## src/rtl/mem_stage_pkg.sv

```systemverilog
// Shared types for the RV32I MEM stage: memory/writeback control words,
// load/store funct3 encodings and the MEM request state machine states.
package mem_stage_pkg;

  typedef enum logic [2:0] {
    LB  = 3'b000,
    LH  = 3'b001,
    LW  = 3'b010,
    LBU = 3'b100,
    LHU = 3'b101
  } load_funct3_t;

  typedef enum logic [2:0] {
    SB = 3'b000,
    SH = 3'b001,
    SW = 3'b010
  } store_funct3_t;

  typedef enum logic [3:0] {
    RF_ALU_OUT  = 4'd0,
    RF_BR_EN    = 4'd1,
    RF_U_IMM    = 4'd2,
    RF_LW       = 4'd3,
    RF_PC_PLUS4 = 4'd4,
    RF_LB       = 4'd5,
    RF_LBU      = 4'd6,
    RF_LH       = 4'd7,
    RF_LHU      = 4'd8
  } regfilemux_sel_t;

  typedef struct packed {
    logic       mem_read;
    logic       mem_write;
    logic [2:0] funct3;
  } cw_mem;

  typedef struct packed {
    regfilemux_sel_t regfilemux_sel;
    logic            ld_reg;
    logic [4:0]      rd_sel;
  } cw_writeback;

  typedef enum logic {
    IDLE = 1'b0,
    WAIT = 1'b1
  } mem_state_t;

  // Load data leaves MEM already extended, so writeback only needs the word path.
  function automatic regfilemux_sel_t wb_sel_fixup(input regfilemux_sel_t sel);
    case (sel)
      RF_LB, RF_LBU, RF_LH, RF_LHU: return RF_LW;
      default:                      return sel;
    endcase
  endfunction

endpackage

```

## src/rtl/mem_stage_align.sv

```systemverilog
// Store lane steering and load lane extraction/extension for the MEM stage.
module mem_stage_align
  import mem_stage_pkg::*;
(
  input  logic [2:0]  funct3,
  input  logic [1:0]  byte_sel,
  input  logic [31:0] rs2,
  input  logic [31:0] rdata,
  output logic [3:0]  wmask,
  output logic [31:0] wdata,
  output logic [31:0] load_data
);

  logic [7:0]  byte_lane;
  logic [15:0] half_lane;

  always_comb begin
    wmask = 4'b1111;
    wdata = rs2;
    case (funct3)
      SB: begin
        wmask = 4'b0001 << byte_sel;
        wdata = rs2 << {byte_sel, 3'b000};
      end
      SH: begin
        wmask = 4'b0011 << {byte_sel[1], 1'b0};
        wdata = rs2 << {byte_sel[1], 4'b0000};
      end
      default: ;
    endcase
  end

  // Misaligned halfwords fall back to the aligned lane chosen by byte_sel[1].
  always_comb begin
    byte_lane = rdata[{byte_sel, 3'b000} +: 8];
    half_lane = byte_sel[1] ? rdata[31:16] : rdata[15:0];
    case (funct3)
      LB:      load_data = {{24{byte_lane[7]}}, byte_lane};
      LH:      load_data = {{16{half_lane[15]}}, half_lane};
      LBU:     load_data = {24'd0, byte_lane};
      LHU:     load_data = {16'd0, half_lane};
      default: load_data = rdata;
    endcase
  end

endmodule

```

## src/rtl/mem_stage.sv

```systemverilog
// RV32I MEM stage: data cache handshake, stall generation and the MEM/WB register.
// Optional stall cycle counter enabled by defining MEM_STALL_CNT_EN.
//
// state | meaning
// IDLE  | no request outstanding; a new memory op is issued straight from EX/MEM
// WAIT  | request issued, strobe/address/mask/data replayed from capture regs until dmem_resp
module mem_stage
  import mem_stage_pkg::*;
(
  input  logic        clk,
  input  logic        rst,
  input  logic        ex_valid,
  input  cw_mem       ctrl_m_MEM,
  input  cw_writeback ctrl_w_MEM,
  input  logic [31:0] alu_out_mem,
  input  logic [31:0] rs2_mem,
  input  logic        br_en_mem,
  input  logic [31:0] u_imm_mem,
  input  logic [31:0] pc_mem,
  output logic [31:0] dmem_address,
  output logic        dmem_read,
  output logic        dmem_write,
  output logic [3:0]  dmem_wmask,
  output logic [31:0] dmem_wdata,
  input  logic [31:0] dmem_rdata,
  input  logic        dmem_resp,
  output logic        stall_mem,
  output logic        wb_valid,
  output cw_writeback ctrl_w_WB,
  output logic [31:0] alu_out_wb,
  output logic        br_en_wb,
  output logic [31:0] u_imm_wb,
  output logic [31:0] mem_data_out_wb,
  output logic [31:0] pc_wb,
  output logic [31:0] stall_cycles
);

  mem_state_t  state;
  logic        mem_op;
  logic        rd_req;
  logic        wr_req;
  logic [31:0] addr_aligned;
  logic [3:0]  wmask;
  logic [31:0] wdata;
  logic [31:0] load_data;
  logic        req_read;
  logic        req_write;
  logic [31:0] req_addr;
  logic [3:0]  req_wmask;
  logic [31:0] req_wdata;
  logic        in_wait;

  assign mem_op       = ex_valid & (ctrl_m_MEM.mem_read | ctrl_m_MEM.mem_write);
  assign rd_req       = mem_op & ctrl_m_MEM.mem_read;
  assign wr_req       = mem_op & ~ctrl_m_MEM.mem_read & ctrl_m_MEM.mem_write;
  assign addr_aligned = {alu_out_mem[31:2], 2'b00};
  assign stall_mem    = mem_op & ~dmem_resp;
  assign in_wait      = (state == WAIT);

  mem_stage_align u_align (
    .funct3    (ctrl_m_MEM.funct3),
    .byte_sel  (alu_out_mem[1:0]),
    .rs2       (rs2_mem),
    .rdata     (dmem_rdata),
    .wmask     (wmask),
    .wdata     (wdata),
    .load_data (load_data)
  );

  always_ff @(posedge clk or negedge rst) begin
    if (!rst) begin
      state     <= IDLE;
      req_read  <= 1'b0;
      req_write <= 1'b0;
      req_addr  <= '0;
      req_wmask <= '0;
      req_wdata <= '0;
    end else begin
      case (state)
        IDLE: if (mem_op && !dmem_resp) begin
          state     <= WAIT;
          req_read  <= rd_req;
          req_write <= wr_req;
          req_addr  <= addr_aligned;
          req_wmask <= wmask;
          req_wdata <= wdata;
        end
        WAIT: if (dmem_resp) state <= IDLE;
      endcase
    end
  end

  // Strobes are gated by rst so a reset mid-request drops them without waiting for a clock.
  assign dmem_read    = rst & (in_wait ? req_read  : rd_req);
  assign dmem_write   = rst & (in_wait ? req_write : wr_req);
  assign dmem_address = in_wait ? req_addr  : addr_aligned;
  assign dmem_wmask   = in_wait ? req_wmask : wmask;
  assign dmem_wdata   = in_wait ? req_wdata : wdata;

  always_ff @(posedge clk or negedge rst) begin
    if (!rst) begin
      wb_valid        <= 1'b0;
      ctrl_w_WB       <= '0;
      alu_out_wb      <= '0;
      br_en_wb        <= 1'b0;
      u_imm_wb        <= '0;
      mem_data_out_wb <= '0;
      pc_wb           <= '0;
    end else if (stall_mem) begin
      wb_valid        <= 1'b0;
      ctrl_w_WB       <= '0;
      alu_out_wb      <= '0;
      br_en_wb        <= 1'b0;
      u_imm_wb        <= '0;
      mem_data_out_wb <= '0;
      pc_wb           <= '0;
    end else begin
      wb_valid                 <= ex_valid;
      ctrl_w_WB.regfilemux_sel <= wb_sel_fixup(ctrl_w_MEM.regfilemux_sel);
      ctrl_w_WB.ld_reg         <= ctrl_w_MEM.ld_reg;
      ctrl_w_WB.rd_sel         <= ctrl_w_MEM.rd_sel;
      alu_out_wb               <= alu_out_mem;
      br_en_wb                 <= br_en_mem;
      u_imm_wb                 <= u_imm_mem;
      mem_data_out_wb          <= load_data;
      pc_wb                    <= pc_mem;
    end
  end

`ifdef MEM_STALL_CNT_EN
  logic [31:0] stall_cnt;

  always_ff @(posedge clk or negedge rst) begin
    if (!rst)          stall_cnt <= '0;
    else if (stall_mem) stall_cnt <= stall_cnt + 32'd1;
  end

  assign stall_cycles = stall_cnt;
`else
  assign stall_cycles = '0;
`endif

endmodule

```

## config.mk

```make
export PLATFORM = sky130hd
export DESIGN_NAME = mem_stage
export DESIGN_NICKNAME = d
export VERILOG_FILES = /design/src/rtl/mem_stage_pkg.sv /design/src/rtl/mem_stage_align.sv /design/src/rtl/mem_stage.sv
export SDC_FILE = /design/constraint.sdc
export NUM_CORES = 1
export LEC_CHECK = 0
export ABC_CLOCK_PERIOD_IN_PS = 4720
export BUFFER_PORTS_ARGS = -buffer_cell sky130_fd_sc_hd__buf_2
export CAP_MARGIN = 20
export CORE_AREA = 2 2 163 165
export DETAILED_ROUTE_END_ITERATION = 6
export DIE_AREA = 0 0 165 167
export PLACE_DENSITY = 0.71
export SLEW_MARGIN = 25
export SYNTH_ARGS = -nofsm -noshare
export SYNTH_HDL_FRONTEND = slang
export SYNTH_SLANG_ARGS = --single-unit
export TNS_END_PERCENT = 30
```

## constraint.sdc

```tcl
create_clock -name clk -period 4.72 [get_ports clk]
set_clock_uncertainty 0.2 [all_clocks]
set_input_delay 0.944 -clock clk [delete_from_list [all_inputs] [get_ports clk]]
set_output_delay 0.944 -clock clk [all_outputs]
set_load 0.01 [all_outputs]
```

### Word level (Yosys, flattened, before mapping)

Index checks and enable logic that the tools add are counted.
Widths: inputs -> output; s select.

* flip-flop bits (word level): 209
* bits in latches: 0
* bits in writable memories: 0
* bits in read-only memories: 0
* input port bits: 180
* output and inout bits: 243
* logic and storage cells: 63
* memories kept: 0

* add/sub/neg operators: 0
* multipliers: 0
* div/mod/pow operators: 0
* $lt $le $gt $ge: 0
* equality and inequality tests: 7
* shift operators: 5
* mux-type cells: 20
* bitwise logic cells: 11
* reduce and logical (&&, ||, !) cells: 5

Operator list (number)
* $mux 32: 6
* $pmux 32 s4: 1
* $pmux 32 s2: 1
* $shl 32x5->32: 2
* $shiftx 32x6->8: 1
* $mux 16: 1
* $eq 4x3->1 const B: 3
* $mux 10: 1
* $mux 4: 2
* $pmux 4 s2: 1
* $and 1x1->1: 7
* $eq 3x3->1 const B: 2
* $mux 1: 6
* $eq 4x4->1 const B: 1
* $reduce_or 4->1: 1
* $shl 1x2->4 const A: 1
* $shl 2x2->4 const A: 1
* $eq 3x1->1 const B: 1
* $logic_not 3->1: 1
* $not 1->1: 3
* $pmux 1 s2: 1
* $reduce_and 2->1: 1
* $logic_and 1x1->1: 1
* $logic_not 1->1: 1
* $or 1x1->1: 1

### Depth between registers and ports, before layout

Gate-level depths: netlist of run 1.

* depth in word-level cells: 6
* depth in mapped cells: 7
* gate-level depth less buffers: 4

### By module

From an unflattened synthesis of run 1, not the netlist that was laid out.

* cells, all modules: 771
* area, all modules: 9452.8 µm²

By module, submodules not included
* mem_stage: times used 1, cells each 570, area an instance 8227.9 µm², seq. area each 5230.0 µm²
* mem_stage_align: times used 1, cells each 201, area an instance 1224.9 µm², seq. area each 0.0 µm²

### Least setup slack after synthesis of run 1

No wires, ideal clock.

* path type: in2out
* start: in ctrl_m_MEM[1] (netlist name)
* end: out dmem_wdata[30]
* data arrival time: 2.310 ns
* data required time: 3.576 ns
* slack: 1.266 ns
* cell stages on the path: 6
* path buffers: 2
* cell sequence: or2_2 buf_2 a21oi_2 buf_4 o22ai_1 o31ai_1

* longest elaborated chain between the ends: 3
* elaborated cells between the ends (all ways): 4
* classes of those cells: eq/ne (1); mux (2); reduce/logical (1)

RTL lines
* start: declaration: line mem_stage.sv:13 `input cw_mem ctrl_m_MEM,`
* $eq 3x1->1 / $logic_not 3->1 (equally long branches): line mem_stage_align.sv:20 `case (funct3)`
* $pmux 32 s2 *: line mem_stage_align.sv:20
* $mux 32 *: line mem_stage.sv:98 `assign dmem_wdata = in_wait ? req_wdata : wdata;`
* end: declaration: line mem_stage.sv:24 `output logic [31:0] dmem_wdata,`

Mark *: on every way between the ends. The rest lies on a longest branch, timed or not.

### Worst setup path after layout of run 1

* start: in alu_out_mem[1]
* end: out dmem_wdata[30]

* longest elaborated chain between the ends: 3
* elaborated cells between the ends (all ways): 4
* classes of those cells: shift (2); mux (2)

RTL lines
* start: declaration: line mem_stage.sv:15 `input logic [31:0] alu_out_mem,`
* $shl 32x5->32, on equally long branches: line mem_stage_align.sv:27, mem_stage_align.sv:23
* $pmux 32 s2 *: line mem_stage_align.sv:20
* $mux 32 *: line mem_stage.sv:98

Marked as above.

==> results of run 1 <==
==> registers in the layout, indices dropped and copies added, names as in the netlist, 4 cells and up <==
signal and count:
req_wmask 4, mem_data_out_wb 32, alu_out_wb 32, ctrl_w_WB 10
u_imm_wb 32, req_wdata 32, req_addr 30, pc_wb 32
==> report_power, final <==
group          switching [mW]  internal, mW
clock network           0.752          1.10
logic                   0.463         0.387
registers              0.0896          2.01
total                    1.30          3.49
==> cells by family after synthesis <==
family                 after synthesis  synth area share, %
AO/OA/AOI/OAI                      127                 9.14
buffers and inverters              105                 6.12
flip-flops                         209                 57.6
multiplexers                       103                 12.7
other                                1               0.0413
AND/OR/NAND/NOR                    250                 14.4
==> layer usage <==
layer	up-vias	GRT usage, %	part of all wire [%]
met5	-	0	0
met4	0	4.84	2.0
met3	40	3.14	7.2
met2	299	31.8	49
met1	3432	25.0	42
li1	3361	-	-
==> synth_stat cells (all sizes together) <==
| cell | n |
|---|---|
| dfrtp | 209 |
| or3 | 2 |
| a22o | 15 |
| o311a | 2 |
| a211oi | 2 |
| inv | 20 |
| nor2 | 20 |
| nor4bb | 1 |
| mux4 | 1 |
| a32o | 1 |
| o31ai | 17 |
| o21ai | 47 |
| nor3 | 23 |
| mux2 | 85 |
| nand2 | 74 |
| o221a | 7 |
| or2 | 2 |
| nor4 | 1 |
| buf | 51 |
| and2 | 105 |
| mux2i | 17 |
| clkbuf | 34 |
| a2111oi | 1 |
| conb | 1 |
| o22ai | 8 |
| nor3b | 1 |
| a21oi | 27 |
| nor2b | 18 |
| nand2b | 3 |
==> worst min-delay path by stage <==
stage,start,to,slack (ns),cells after the start
after floorplan,req_wmask[0]$_DFFE_PN0P_,req_wmask[0]$_DFFE_PN0P_,0.25,2
after global placement,req_wdata[31]$_DFFE_PN0P_,req_wdata[31]$_DFFE_PN0P_,0.26,2
after detailed placement,req_wdata[24]$_DFFE_PN0P_,req_wdata[24]$_DFFE_PN0P_,0.27,2
after CTS,rst,req_addr[7]$_DFFE_PN0P_,0.22,1
after global routing,rst,in_wait$_DFF_PN0_,0.22,1
final,rst,req_addr[7]$_DFFE_PN0P_,0.21,1
==> through the flow <==
step	util (%)	power (mW)	hold slack, ns
after floorplan	-	2.60	0.246
after global placement	43.4	2.96	0.261
after detailed placement	43.4	2.98	0.267
after CTS	46.5	4.86	0.222
after global routing	46.6	5.03	0.222
final	46.6	4.80	0.211
==> cell type report <==
cell class | count | share of cell area, %
Sequential cell | 209 | 43.6
Multi-Input combinational cell | 514 | 28.6
Timing Repair Buffer | 397 | 17.0
Clock buffer | 33 | 5.88
Tap cell | 335 | 3.49
Clock inverter | 9 | 0.709
Inverter | 20 | 0.626
Antenna cell | 3 | 0.0626
==> critical path: cells and delay by family <==
| kind | cells | cell delay [ns] |
|---|---|---|
| compound gates | 3 | 0.64 |
| buf+inv | 4 | 1.11 |
==> results.cfg, run 1 <==
[route]
drt-total-wl_mm = 27.0
drcViolationCount = 0
vias = 7132
drt_iter0_drc = 378
via_per_inst = 4.69
wl_per_cell_um = 17.8
ant_nets = 0
first_pass_iters = 4

[logic_synthesis]
ys_types = 39
synth_area_leader_cell = dfrtp_1
syn_avg_cell_area_um2 = 11.4
synth-seq-area-share_pct = 57.6
yosysTopAreaCellShare_pct = 57.6
ys_seq_elements = 209
yosys-top-cells-area = dfrtp_1, mux2_2, and2_1
synthCells = 795
yosys_warnings = 0
syn_area_um2 = 9080

[critical_path]
reg2reg_depth = 2
r2r_setup_slack_ns = 2.31
slowest_stage = buf_2
max_stage_delay_ns = 0.37
reg2reg_to = req_addr[4]$_DFFE_PN0P_
start_kind = input pin
cp_max_fo = 19
cp_cell_sequence = buf_2 -> inv_2 -> a21oi_2 -> buf_4 -> o22ai_1 -> o31ai_1 -> buf_2
critPathRequiredTime_ns = 3.58
critPathMostFrequentCell = buf_2
worstReg2RegStart = in_wait$_DFF_PN0_
critPathLaunch = alu_out_mem[1]
path_class = input pin to output pin
crit_end = dmem_wdata[30]
end_kind = output pin
crit_arrival_ns = 2.70

[timing]
finalSetupTns_ns = 0
maxSlewViolCount = 0
rsz0062_at_grt = false
relSlewSlack_pct = 32.6
setup_slack_ns = 0.877
period_minus_slack_ns = 3.84
hold_viol_final = 0
fmax_mhz = 260
setup_viol = 0
period_share_pct = 81.4
worstMarginPinSlew_ns = 1.01

[floorplanning]
dieArea_um2 = 27600
die_h_um = 167
ios = 423
start_util_pct = 35.2
die_w_um = 165
fp-row-count = 59
core-area_um2 = 25800

[finish]
fin_cells = 1520
drive_gt1_share_pct = 45.6
multi_input_area_um2 = 3430
mostFrequentLayoutCell = buf_2
stdcell_area_um2 = 12000
syn_to_final_growth_pct = 32.1
nFillCells = 2391
mostFrequentLayoutCells = buf_2, dfrtp_1, and2_1, mux2_2, nand2_1
regArea_um2 = 5230
nets = 1346

[clock_tree]
holdBufCountCts = 0
clk-insertion-delay-late_ns = 0.51
ctsResizeCount = 0
postCtsSetupBuffers = 0
clkTransAtPathRegs_ns = 0.06
cts.htree.levels = 1
cts-root-buf = clkbuf_16
cts_made_buffers = 24
clock_sinks = 209
clockBufferDepth = 3
cts_tree = done

[worst_hold_path]
min_path_type = input pin to async pin

[grt]
grt_pass1_wl_mm = 40.6
track_usage_pct = 18.8
grt_pass1_vias = 6977
gr-total-overflow = 0
grt_start_max_net_pins = 149
antenna_found_initial = 2

[place]
placed_area_um2 = 11200
port_buffers = 388
hpwl_mm = 19.5
pre_cts_slack_ns = 0.879
dpl.cell_count = 1474
gp_congestion = 0.872

[power]
ir_drop_mv = 0.268
p_leak_nw = 5.99
p_per_area_nw_per_um2 = 400

[run_status]
outcome = completed

[run]
cap_violations = 0
(Power assumes the default switching activity.)
==> inputs of run 2 (changes only) <==
ABC_CLOCK_PERIOD_IN_PS = 3500   (was 4720)
CORE_AREA = 2 2 164 166   (was 2 2 163 165)
DIE_AREA = 0 0 166 168   (was 0 0 165 167)
PLACE_DENSITY = 0.73   (was 0.71)
clock period = 3.5 ns   (was 4.72 ns; I/O delays follow)
==> run 2 against run 1 <==
  * Clock power rose by 29%
  * Largest cell class unchanged
  * Utilization fell by 0.97 points
  * Critical path depth fell by 1
  * Cell count rose by 0.72%
  * Die area rose by 1.2%
==> results.cfg, run 2 (synthesis results as in run 1) <==
[clock_tree]
cts.htree.levels = 1
postCtsSetupBuffers = 0
holdBufCountCts = 1
ctsResizeCount = 0
cts_made_buffers = 24
clkTransAtPathRegs_ns = 0.06
clockBufferDepth = 3
clock_sinks = 209
cts-root-buf = clkbuf_16
clk-insertion-delay-late_ns = 0.50
cts_tree = done

[run_status]
outcome = completed

[grt]
grt_pass1_wl_mm = 41.3
antenna_found_initial = 0
grt_pass1_vias = 7072
track_usage_pct = 18.8
gr-total-overflow = 0
grt_start_max_net_pins = 111

[finish]
nets = 1356
n_antenna_cell = 0
syn_to_final_growth_pct = 32.3
fin_cells = 1531
mostFrequentLayoutCells = buf_2, dfrtp_1, and2_1, mux2_2, nand2_1
final_util_pct = 45.6
mostFrequentLayoutCell = buf_2
nFillCells = 2496
stdcell_area_um2 = 12000
drive_gt1_share_pct = 45.6

[place]
dpl.cell_count = 1490
port_buffers = 388
pre_cts_slack_ns = 0.183
hpwl_mm = 20.3
gp_congestion = 0.819
placed_area_um2 = 11300

[critical_path]
critPathMostFrequentCell = buf_2
cp_cell_sequence = buf_2 -> nor2b_2 -> mux2_2 -> o22ai_1 -> o31ai_1 -> buf_2
critPathLaunch = ctrl_m_MEM[0]
reg2reg_to = req_wdata[24]$_DFFE_PN0P_
max_stage_delay_ns = 0.48
r2r_setup_slack_ns = 1.10
path_class = input pin to output pin
crit_arrival_ns = 2.40
start_kind = input pin
end_kind = output pin
cp_max_fo = 16
slowest_stage = nor2b_2
worstReg2RegStart = in_wait$_DFF_PN0_
reg2reg_depth = 4
critPathRequiredTime_ns = 2.60

[timing]
period_share_pct = 94.3
holdWs_ns = 0.170
fmax_mhz = 303
maxSlewViolCount = 0
setup_viol = 0
finalSetupTns_ns = 0
relSlewSlack_pct = 42.9
hold_viol_final = 0
setup_slack_ns = 0.200
period_minus_slack_ns = 3.30
rsz0062_at_grt = false
worstMarginPinSlew_ns = 0.856

[floorplanning]
fp-row-count = 60
die_w_um = 166
start_util_pct = 34.5
core-area_um2 = 26400
dieArea_um2 = 27900
die_h_um = 168
ios = 423

[route]
first_pass_iters = 4
drt_iter0_drc = 366
vias = 7167
drcViolationCount = 0
wl_per_cell_um = 18.0
ant_nets = 0
via_per_inst = 4.68
drt-total-wl_mm = 27.6

[power]
ir_drop_mv = 0.360
p_leak_nw = 6.02
p_per_area_nw_per_um2 = 530
total_power_mw = 6.37

[run]
cap_violations = 0

[worst_hold_path]
hold_path_end = in_wait$_DFF_PN0_
min_path_type = input pin to flop
worstHoldStart = dmem_resp
hold_depth = 2
[run 2: report_power, final]
part / switching (mW) / total, mW / internal, mW
clock: 0.975 / 2.38 / 1.40
sequential: 0.131 / 2.84 / 2.71
combinational: 0.625 / 1.15 / 0.529
[run 2: worst max-delay path by stage]
stage                           to  slack [ns]  cells past startpoint
floorplan           dmem_wdata[30]        0.53                      6
global placement    dmem_wdata[24]        0.21                      6
detailed placement  dmem_wdata[24]        0.18                      6
CTS                 dmem_wdata[24]        0.19                      6
global route        dmem_wdata[24]        0.07                      6
finish              dmem_wdata[24]        0.20                      6
[run 2: worst max-delay path, delay by kind of cell]
family                 cells  cell delay, ns
AOI/OAI and AO/OA          2            0.47
buffers and inverters      2            0.34
muxes                      1            0.42
and+or+nand+nor            1            0.48
[run 2: final cells by class]
| cell class | instances | area (um2) | share of cell area, % |
|---|---|---|---|
| multi-input cells | 514 | 3430 | 28.5 |
| clock buffers | 36 | 717 | 5.97 |
| repair buffers | 407 | 2110 | 17.5 |
| clock inverters | 4 | 26.3 | 0.219 |
| inverters | 20 | 75.1 | 0.625 |
| flip-flops and latches | 209 | 5230 | 43.6 |
| well taps | 341 | 427 | 3.55 |
[run 2: layer usage]
metal,vias up,part of all wire [%],global-route usage [%]
met2,303,48,31.9
met4,0,2.8,5.94
met3,49,6.5,3.74
met1,3431,43,24.4
met5,-,0,0
li1,3384,-,-
